**config.mk**
```make
export PLATFORM = sky130hd
export DESIGN_NAME = clock_display_scan
export DESIGN_NICKNAME = d
export VERILOG_FILES = /design/src/rtl/clock_disp_pkg.sv /design/src/rtl/bcd6_dabble.sv /design/src/rtl/clock_display_scan.sv
export SDC_FILE = /design/constraint.sdc
export NUM_CORES = 1
export LEC_CHECK = 0
export CAP_MARGIN = 20
export CORE_MARGIN = 8
export CORE_UTILIZATION = 50
export DETAILED_ROUTE_END_ITERATION = 10
export PLACE_DENSITY_LB_ADDON = 0.12
export SYNTH_ARGS = -nofsm -noshare
export SYNTH_HDL_FRONTEND = slang
export SYNTH_SLANG_ARGS = --single-unit
export TNS_END_PERCENT = 10
```
**constraint.sdc**
```tcl
create_clock -name clk -period 6.6 [get_ports clk]
set_clock_uncertainty 0.1 [all_clocks]
set_input_delay 1.98 -clock clk [delete_from_list [all_inputs] [get_ports clk]]
set_output_delay 1.98 -clock clk [all_outputs]
set_load 0.02 [all_outputs]
```
**src/rtl/clock_disp_pkg.sv**
```systemverilog
// Shared types and constants for the clock display stage: conversion FSM states,
// 7-segment table, digit indices and the field-to-set_pos bit mapping.
package clock_disp_pkg;

   typedef enum logic [1:0] {
      ST_IDLE  = 2'd0,
      ST_LOAD  = 2'd1,
      ST_SHIFT = 2'd2,
      ST_DONE  = 2'd3
   } conv_state_e;

   typedef struct packed {
      logic [4:0] hour;
      logic [5:0] min;
      logic [5:0] sec;
   } time_t;

   localparam int unsigned NUM_DIGITS  = 6;
   localparam int unsigned BIN_W       = 6;
   localparam int unsigned SHIFT_STEPS = 6;

   localparam logic [2:0] DIG_SEC_U  = 3'd0;
   localparam logic [2:0] DIG_SEC_T  = 3'd1;
   localparam logic [2:0] DIG_MIN_U  = 3'd2;
   localparam logic [2:0] DIG_MIN_T  = 3'd3;
   localparam logic [2:0] DIG_HOUR_U = 3'd4;
   localparam logic [2:0] DIG_HOUR_T = 3'd5;

   // Same position encoding the clock block uses for set_pos.
   localparam logic [1:0] FIELD_SEC  = 2'd0;
   localparam logic [1:0] FIELD_MIN  = 2'd1;
   localparam logic [1:0] FIELD_HOUR = 2'd2;

   // Active-high {g,f,e,d,c,b,a}, entry 0 in the low bits.
   localparam logic [9:0][6:0] SEG_LUT = {
      7'h6F, 7'h7F, 7'h07, 7'h7D, 7'h6D,
      7'h66, 7'h4F, 7'h5B, 7'h06, 7'h3F
   };

   function automatic logic [6:0] seg_encode(input logic [3:0] digit);
      seg_encode = 7'h00;
      if (digit <= 4'd9) seg_encode = SEG_LUT[digit];
   endfunction

   function automatic logic [1:0] digit_field(input logic [2:0] idx);
      case (idx)
         DIG_SEC_U, DIG_SEC_T: digit_field = FIELD_SEC;
         DIG_MIN_U, DIG_MIN_T: digit_field = FIELD_MIN;
         default:              digit_field = FIELD_HOUR;
      endcase
   endfunction

endpackage

```
**src/rtl/bcd6_dabble.sv**
```systemverilog
// Sequential 6-bit binary to two-digit BCD converter (shift-and-add-3),
// sequenced externally by load/step/done strobes.
module bcd6_dabble
   import clock_disp_pkg::*;
(
   input  logic             clk,
   input  logic             reset,
   input  logic             load,
   input  logic             step,
   input  logic             done,
   input  logic [BIN_W-1:0] bin_in,
   output logic [3:0]       tens,
   output logic [3:0]       units
);

   logic [BIN_W-1:0] bin_q;
   logic [7:0]       bcd_q;
   logic [7:0]       bcd_adj_c;

   // Add 3 to any nibble that would overflow decimal after the next shift.
   always_comb begin
      bcd_adj_c = bcd_q;
      if (bcd_q[3:0] >= 4'd5) bcd_adj_c[3:0] = bcd_q[3:0] + 4'd3;
      if (bcd_q[7:4] >= 4'd5) bcd_adj_c[7:4] = bcd_q[7:4] + 4'd3;
   end

   always_ff @(posedge clk or negedge reset) begin
      if (!reset) begin
         bin_q <= '0;
         bcd_q <= '0;
      end else if (load) begin
         bin_q <= bin_in;
         bcd_q <= '0;
      end else if (step) begin
         bcd_q <= {bcd_adj_c[6:0], bin_q[BIN_W-1]};
         bin_q <= {bin_q[BIN_W-2:0], 1'b0};
      end
   end

   // Visible digits only change on done, so a partial result is never shown.
   always_ff @(posedge clk or negedge reset) begin
      if (!reset) begin
         tens  <= '0;
         units <= '0;
      end else if (done) begin
         tens  <= bcd_q[7:4];
         units <= bcd_q[3:0];
      end
   end

endmodule

```
**src/rtl/clock_display_scan.sv**
```systemverilog
// Clock display stage: synchronizes time/setting inputs, converts to BCD on change
// and scans six multiplexed 7-segment digits with edit-cursor blanking.
module clock_display_scan
   import clock_disp_pkg::*;
#(
   parameter int unsigned CLK_HZ       = 50_000_000,
   parameter int unsigned SCAN_HZ      = 1000,
   parameter bit          COMMON_ANODE = 1'b1
) (
   input  logic                  clk,
   input  logic                  reset,
   input  logic [4:0]            hour_in,
   input  logic [5:0]            min_in,
   input  logic [5:0]            sec_in,
   input  logic                  mode,
   input  logic [2:0]            set_pos,
   input  logic                  blink_en,
   output logic [6:0]            seg_out,
   output logic                  dp_out,
   output logic [NUM_DIGITS-1:0] dig_sel,
   output logic                  busy
);

   localparam int unsigned SCAN_DIV = CLK_HZ / SCAN_HZ;
   localparam int unsigned PRE_W    = (SCAN_DIV > 1) ? $clog2(SCAN_DIV) : 1;
   localparam int unsigned STEP_W   = 3;
   localparam logic        ACT_INV  = COMMON_ANODE;

   time_t       time_m, time_s, time_p, snap_q, last_q;
   logic        mode_m, mode_s, blink_m, blink_s;
   logic [2:0]  set_pos_m, set_pos_s;

   conv_state_e         state_q, state_d;
   logic [STEP_W-1:0]   step_q;
   logic                load_c, step_c, done_c, stable_c;

   logic [3:0]  sec_t, sec_u, min_t, min_u, hour_t, hour_u;

   logic [PRE_W-1:0]      pre_q;
   logic [2:0]            idx_q;
   logic [3:0]            digit_c;
   logic                  blank_c;
   logic [6:0]            seg_c;
   logic                  dp_c;
   logic [NUM_DIGITS-1:0] sel_c;

   // Two-flop synchronizers plus one extra time stage for the stability compare.
   always_ff @(posedge clk or negedge reset) begin
      if (!reset) begin
         time_m    <= '0;
         time_s    <= '0;
         time_p    <= '0;
         mode_m    <= 1'b0;
         mode_s    <= 1'b0;
         blink_m   <= 1'b0;
         blink_s   <= 1'b0;
         set_pos_m <= '0;
         set_pos_s <= '0;
      end else begin
         time_m    <= {hour_in, min_in, sec_in};
         time_s    <= time_m;
         time_p    <= time_s;
         mode_m    <= mode;
         mode_s    <= mode_m;
         blink_m   <= blink_en;
         blink_s   <= blink_m;
         set_pos_m <= set_pos;
         set_pos_s <= set_pos_m;
      end
   end

   assign stable_c = (time_s == time_p);

   always_comb begin
      state_d = state_q;
      load_c  = 1'b0;
      step_c  = 1'b0;
      done_c  = 1'b0;
      case (state_q)
         ST_IDLE:  if (stable_c && (time_s != last_q)) state_d = ST_LOAD;
         ST_LOAD: begin
            load_c  = 1'b1;
            state_d = ST_SHIFT;
         end
         ST_SHIFT: begin
            step_c = 1'b1;
            if (step_q == STEP_W'(SHIFT_STEPS - 1)) state_d = ST_DONE;
         end
         ST_DONE: begin
            done_c  = 1'b1;
            state_d = ST_IDLE;
         end
         default:  state_d = ST_IDLE;
      endcase
   end

   always_ff @(posedge clk or negedge reset) begin
      if (!reset) begin
         state_q <= ST_IDLE;
         busy    <= 1'b0;
         step_q  <= '0;
         snap_q  <= '0;
         last_q  <= '0;
      end else begin
         state_q <= state_d;
         busy    <= (state_d != ST_IDLE);
         if (load_c) begin
            step_q <= '0;
            snap_q <= time_s;
         end else if (step_c) begin
            step_q <= step_q + STEP_W'(1);
         end
         if (done_c) last_q <= snap_q;
      end
   end

   bcd6_dabble u_sec (
      .clk    (clk),
      .reset  (reset),
      .load   (load_c),
      .step   (step_c),
      .done   (done_c),
      .bin_in (time_s.sec),
      .tens   (sec_t),
      .units  (sec_u)
   );

   bcd6_dabble u_min (
      .clk    (clk),
      .reset  (reset),
      .load   (load_c),
      .step   (step_c),
      .done   (done_c),
      .bin_in (time_s.min),
      .tens   (min_t),
      .units  (min_u)
   );

   bcd6_dabble u_hour (
      .clk    (clk),
      .reset  (reset),
      .load   (load_c),
      .step   (step_c),
      .done   (done_c),
      .bin_in ({1'b0, time_s.hour}),
      .tens   (hour_t),
      .units  (hour_u)
   );

   // Scan prescaler and digit index.
   always_ff @(posedge clk or negedge reset) begin
      if (!reset) begin
         pre_q <= '0;
         idx_q <= DIG_SEC_U;
      end else if (pre_q == PRE_W'(SCAN_DIV - 1)) begin
         pre_q <= '0;
         idx_q <= (idx_q == DIG_HOUR_T) ? DIG_SEC_U : idx_q + 3'd1;
      end else begin
         pre_q <= pre_q + PRE_W'(1);
      end
   end

   always_comb begin
      case (idx_q)
         DIG_SEC_U:  digit_c = sec_u;
         DIG_SEC_T:  digit_c = sec_t;
         DIG_MIN_U:  digit_c = min_u;
         DIG_MIN_T:  digit_c = min_t;
         DIG_HOUR_U: digit_c = hour_u;
         default:    digit_c = hour_t;
      endcase
      blank_c = mode_s && !blink_s && set_pos_s[digit_field(idx_q)];
      seg_c   = blank_c ? 7'h00 : seg_encode(digit_c);
      dp_c    = !blank_c && ((idx_q == DIG_MIN_U) || (idx_q == DIG_HOUR_U));
      sel_c   = NUM_DIGITS'(1) << idx_q;
   end

   // All display outputs registered together from the same index.
   always_ff @(posedge clk or negedge reset) begin
      if (!reset) begin
         seg_out <= {7{ACT_INV}};
         dp_out  <= ACT_INV;
         dig_sel <= {NUM_DIGITS{ACT_INV}};
      end else begin
         seg_out <= seg_c ^ {7{ACT_INV}};
         dp_out  <= dp_c ^ ACT_INV;
         dig_sel <= sel_c ^ {NUM_DIGITS{ACT_INV}};
      end
   end

endmodule

```
**Yosys cells after proc, flatten, opt, wreduce, memory -nomap -nowiden**

Memories as Yosys holds them, arrays and structs flattened.
Cells that the tools add are included.

- Register bits: 200
- Memory bits (read-only): 112
- Input port bits: 24
- Output and inout bits: 15
- Logic and storage cells: 124
- Memories kept: 1

- Add/sub/neg operators: 9
- Magnitude comparators: 9
- Equal/unequal tests: 12
- Shift operators: 1
- Muxes and demuxes: 35
- Bitwise operators: 3
- Reduce and logical (&&, ||, !) cells: 13

Memory list:

| memory | words | width | read ports | clocked after memory_dff | wr ports | line | RTL |
|---|---|---|---|---|---|---|---|
| (no name shown) | 16 | 7 | 1 | 0 | 0 | clock_disp_pkg.sv:42 | `if (digit <= 4'd9) seg_encode = SEG_LUT[digit];` |

Operators by type and width:

| cell | number |
|---|---|
| $mux W8 | 6 |
| $mux W6 | 6 |
| $ge A4 B3 Y1 const B | 6 |
| $mux W7 | 3 |
| $pmux W4 S5 | 1 |
| $mux W3 | 6 |
| $eq A17 B17 Y1 | 1 |
| $ne A17 B17 Y1 | 1 |
| $add A16 B1 Y16 const B | 1 |
| $eq A16 B16 Y1 const B | 1 |
| $mux W16 | 1 |
| $add A4 B2 Y4 const B | 3 |
| $mux W4 | 3 |
| $add A3 B2 Y3 const B | 3 |
| $eq A3 B3 Y1 const B | 3 |
| $pmux W2 S4 | 1 |
| $not A7 Y7 | 1 |
| $add A3 B1 Y3 const B | 2 |
| $eq A3 B2 Y1 const B | 2 |
| $not A6 Y6 | 1 |
| $shl A1 B3 Y6 const A | 1 |
| $lt A4 B5 Y1 const B | 1 |
| $eq A2 B2 Y1 const B | 2 |
| $le A4 B4 Y1 const B | 1 |
| other kinds (15) | 25 |

**Longest topological paths before layout**

- Depth after elaboration: 9
- Gate-level depth with buffers: 12
- Gate-level depth less buffers: 11

**Cells and area by module**

Synthesis repeated with hierarchy kept, for this count alone.

- Cell total of the unflattened synthesis: 666
- Area total of the unflattened synthesis: 8500.7 um2

Modules (own cells, without submodules):

| module | times used | cells each | area each (um2) | seq. area each (um2) |
|---|---|---|---|---|
| clock_display_scan | 1 | 387 | 5313.8 | 3370.7 |
| bcd6_dabble | 3 | 93 | 1062.3 | 550.5 |

**Worst setup path before layout**

OpenSTA, ideal clock, no wires.

- Path kind: reg2out
- Start point: register dig_sel[0]
- End point: output port dig_sel[0]
- Arrival time: 0.554 ns
- Required time: 4.520 ns
- Path slack: 3.966 ns
- Cell stages (with the launch flop): 1
- Buffers on the path: 0
- Cells stage by stage: dfstp_2

RTL lines:

| item | line | RTL |
|---|---|---|
| start: declaration | clock_display_scan.sv:20 | `output logic [NUM_DIGITS-1:0] dig_sel,` |
| start signal: assignment | clock_display_scan.sv:183 | `dig_sel <= {NUM_DIGITS{ACT_INV}};` |
| start signal: assignment | clock_display_scan.sv:187 | `dig_sel <= sel_c ^ {NUM_DIGITS{ACT_INV}};` |

No word-level cell between the ends.

**Worst setup path after layout**

- Start point: register dig_sel[2]
- End point: output port dig_sel[2]

No word-level cell between the ends.

==> metrics <==
status=completed; Nets=741; slowest stage delay, CP=0.60 ns; DRT Wirelength=14.3 mm; Post-Syn Area per Cell=12.6 µm²; total number of vias=4871; multi-input logic area=3000 µm²; CTS tree=built; die height=145 µm; Max-Cap Viols=0; wire per inst=15.5 µm; critical path depth=1; width of the die=145 µm; Clock Latency Late Sink=0.43 ns; die area=21000 µm²; largest cells by area after synthesis=dfrtp_1 56%, mux2_2 7.9%, dfstp_2 4.4%; global route total overflow=0; Setup Fix Bufs, Post-CTS=0; Hold Path End=time_s[4]$_DFF_PN0_; DRC errors left=0; root buffer cell=clkbuf_16; clock sinks=200; first-pass GRT wire length=24.9 mm; Worst Path Buf+Inv=1; syn nets=705; period utilization=0.549; vias in the first global route=5140; Worst Reg2Reg Path Length in Cells=11; Syn. warnings=0; ratio of cells with drive above 1 in the final layout=0.178; worst path required time=4.52 ns; CP top delay family=buffers and inverters; commonest non-fill, non-tap cell in the layout=dfrtp_1; hold_buf cts=0; initial antenna violation count=0; pin count of the biggest net entering global routing=91; drt pass-1 iters=4; PwrDens=269 nW/µm²; GRT Total Usage=0.150; Critical Path Source Type=register; CP Data Arrival Time=1.55 ns; via density per instance=5.25; fin crit period=3.63 ns; pre-CTS setup slack=3.15 ns; max-slew violation count=0; pin slew with the least headroom to its limit=0.909 ns; CTS Buf Count=17; row cnt=47; setup tns final=0 ns; hold_sp=time_m[4]$_DFF_PN0_; fillers=1275; Yosys reg bits=200; Synth top area share=0.561; Area Growth Syn to Fin=14.5%; Final Hold Viols=0; Placeable Area=16400 µm²; Peak VDD IR=0.177 mV; area leader, netlist=dfrtp_1; FF/Latch Area=5020 µm²; Worst R2R Start=idx_q[1]$_DFFE_PN0N_; post-synthesis sequential area ratio=0.605; Critical R2R Capture=seg_out[4]$_DFF_PN1_; setup slack after layout=2.97 ns; Post-Synthesis Cells=658; crit path max fanout=1; Main synth FF type=dfrtp_1; Async SR Flop Fraction=1.00; Ports=39; final setup fails=0; DP HPWL=9.47 mm; Routed Antenna Nets=0; CTS Buffer Depth=2; CP cell instances=clkdlybuf4s50_1; most frequent cells in the layout=186 x dfrtp_1, 58 x mux2_2, 45 x nor2_1; unrepaired setup endpoints after global routing=false; CTS resizes=0; Hold Path Cell Cnt=0; IO Port Bufs=38; HP Class=register to register; Leak=4.25 nW; crit path capture type=output port; GP Congestion=0.796; diode count=0; Clk pin slew, worst setup/hold paths=0.07 ns; Yosys cell types=63; setup slack, reg-to-reg=3.53 ns; Initial Utilization=0.506; WS Path Type=register to output port; slowest CP cell=clkdlybuf4s50_1; mapped cell area=8300 µm²; Worst slew margin=0.390; Max H-tree Level=4; Placed Cells incl. Taps=895; Max Fclk=276 MHz; post-route insts no fill=927; EDFF count, synth=0; DRT iter0 DRCs=263
[sequential cells by signal, summed over array words and instances, names as in the netlist, 6 cells and up]
signal        cells
snap_q           17
u_sec.bin_q       6
time_s           17
last_q           17
u_hour.bcd_q      8
time_m           17
time_p           17
u_min.bin_q       6
u_sec.bcd_q       8
seg_out           7
u_hour.bin_q      6
u_min.bcd_q       8
dig_sel           6
pre_q            16
[area by class of cell]
cell class                 instances  share of cell area
tap                              220              0.0290
multi-input combinational        391               0.315
clock inverter                    15              0.0216
timing repair buffer              44              0.0451
inverter                          40              0.0158
sequential                       200               0.528
clock buffer                      17              0.0447
[routing by layer]
metal / global-route usage / up-vias / part of all wire
met4: 0.0591 / 0 / 0.015
li1: - / 2339 / -
met1: 0.187 / 2442 / 0.45
met3: 0.0318 / 19 / 0.032
met2: 0.252 / 71 / 0.50
met5: 0 / - / 0
[logic make-up (layout without fill, tap and decap cells)]
| logic type | Yosys count | after routing | synth area share |
|---|---|---|---|
| buf+inv | 67 | 116 | 0.0341 |
| flops | 200 | 200 | 0.605 |
| mux | 77 | 77 | 0.102 |
| fa+ha+maj | 23 | 23 | 0.0347 |
| xor+xnor | 58 | 58 | 0.0612 |
| simple gates | 133 | 133 | 0.0829 |
| compound gates | 100 | 100 | 0.0796 |
[power breakdown]
| group | internal, W | total [W] | switching [W] |
|---|---|---|---|
| Combinational | 0.0000613 | 0.000136 | 0.0000749 |
| Sequential | 0.00129 | 0.00133 | 0.0000407 |
| Clock | 0.000614 | 0.00109 | 0.000479 |
[worst max path at each step]
| stage | to | slack [ns] | start |
|---|---|---|---|
| floorplan | dig_sel[0] | 3.97 | dig_sel[0]$_DFF_PN1_ |
| global placement | u_sec.units[0]$_DFFE_PN0N_ | 3.20 | reset |
| detailed placement | u_sec.tens[0]$_DFFE_PN0N_ | 3.15 | reset |
| CTS | dig_sel[2] | 2.95 | dig_sel[2]$_DFF_PN1_ |
| global route | seg_out[6] | 2.93 | seg_out[6]$_DFF_PN1_ |
| finish | dig_sel[2] | 2.97 | dig_sel[2]$_DFF_PN1_ |
[metrics by stage]
stage | total power, W | hold WS [ns] | util | instance area [µm²]
3_5_place_dp | 0.00149 | 0.235 | 0.541 | 8880
3_3_place_gp | 0.00148 | 0.232 | 0.541 | 8880
4_1_cts | 0.00259 | 0.252 | 0.579 | 9510
6_report | 0.00256 | 0.251 | 0.579 | 9510
2_1_floorplan | 0.00142 | 0.231 | - | 8300
5_1_grt | 0.00267 | 0.258 | 0.579 | 9510
[synthesized netlist by cell type (all sizes together) (7+ instances only)]
cell type and n:
dfrtp 186, mux2 60, nor2 46, inv 40, a21oi 31, xor2 30
xnor2 28, ha 23, o22ai 20, nand3 19, clkbuf 18, mux2i 17
o21ai 17, nand2 16, dfstp 14, buf 9, nand2b 8, nor3 7
Power figures use the tool's default switching activity.
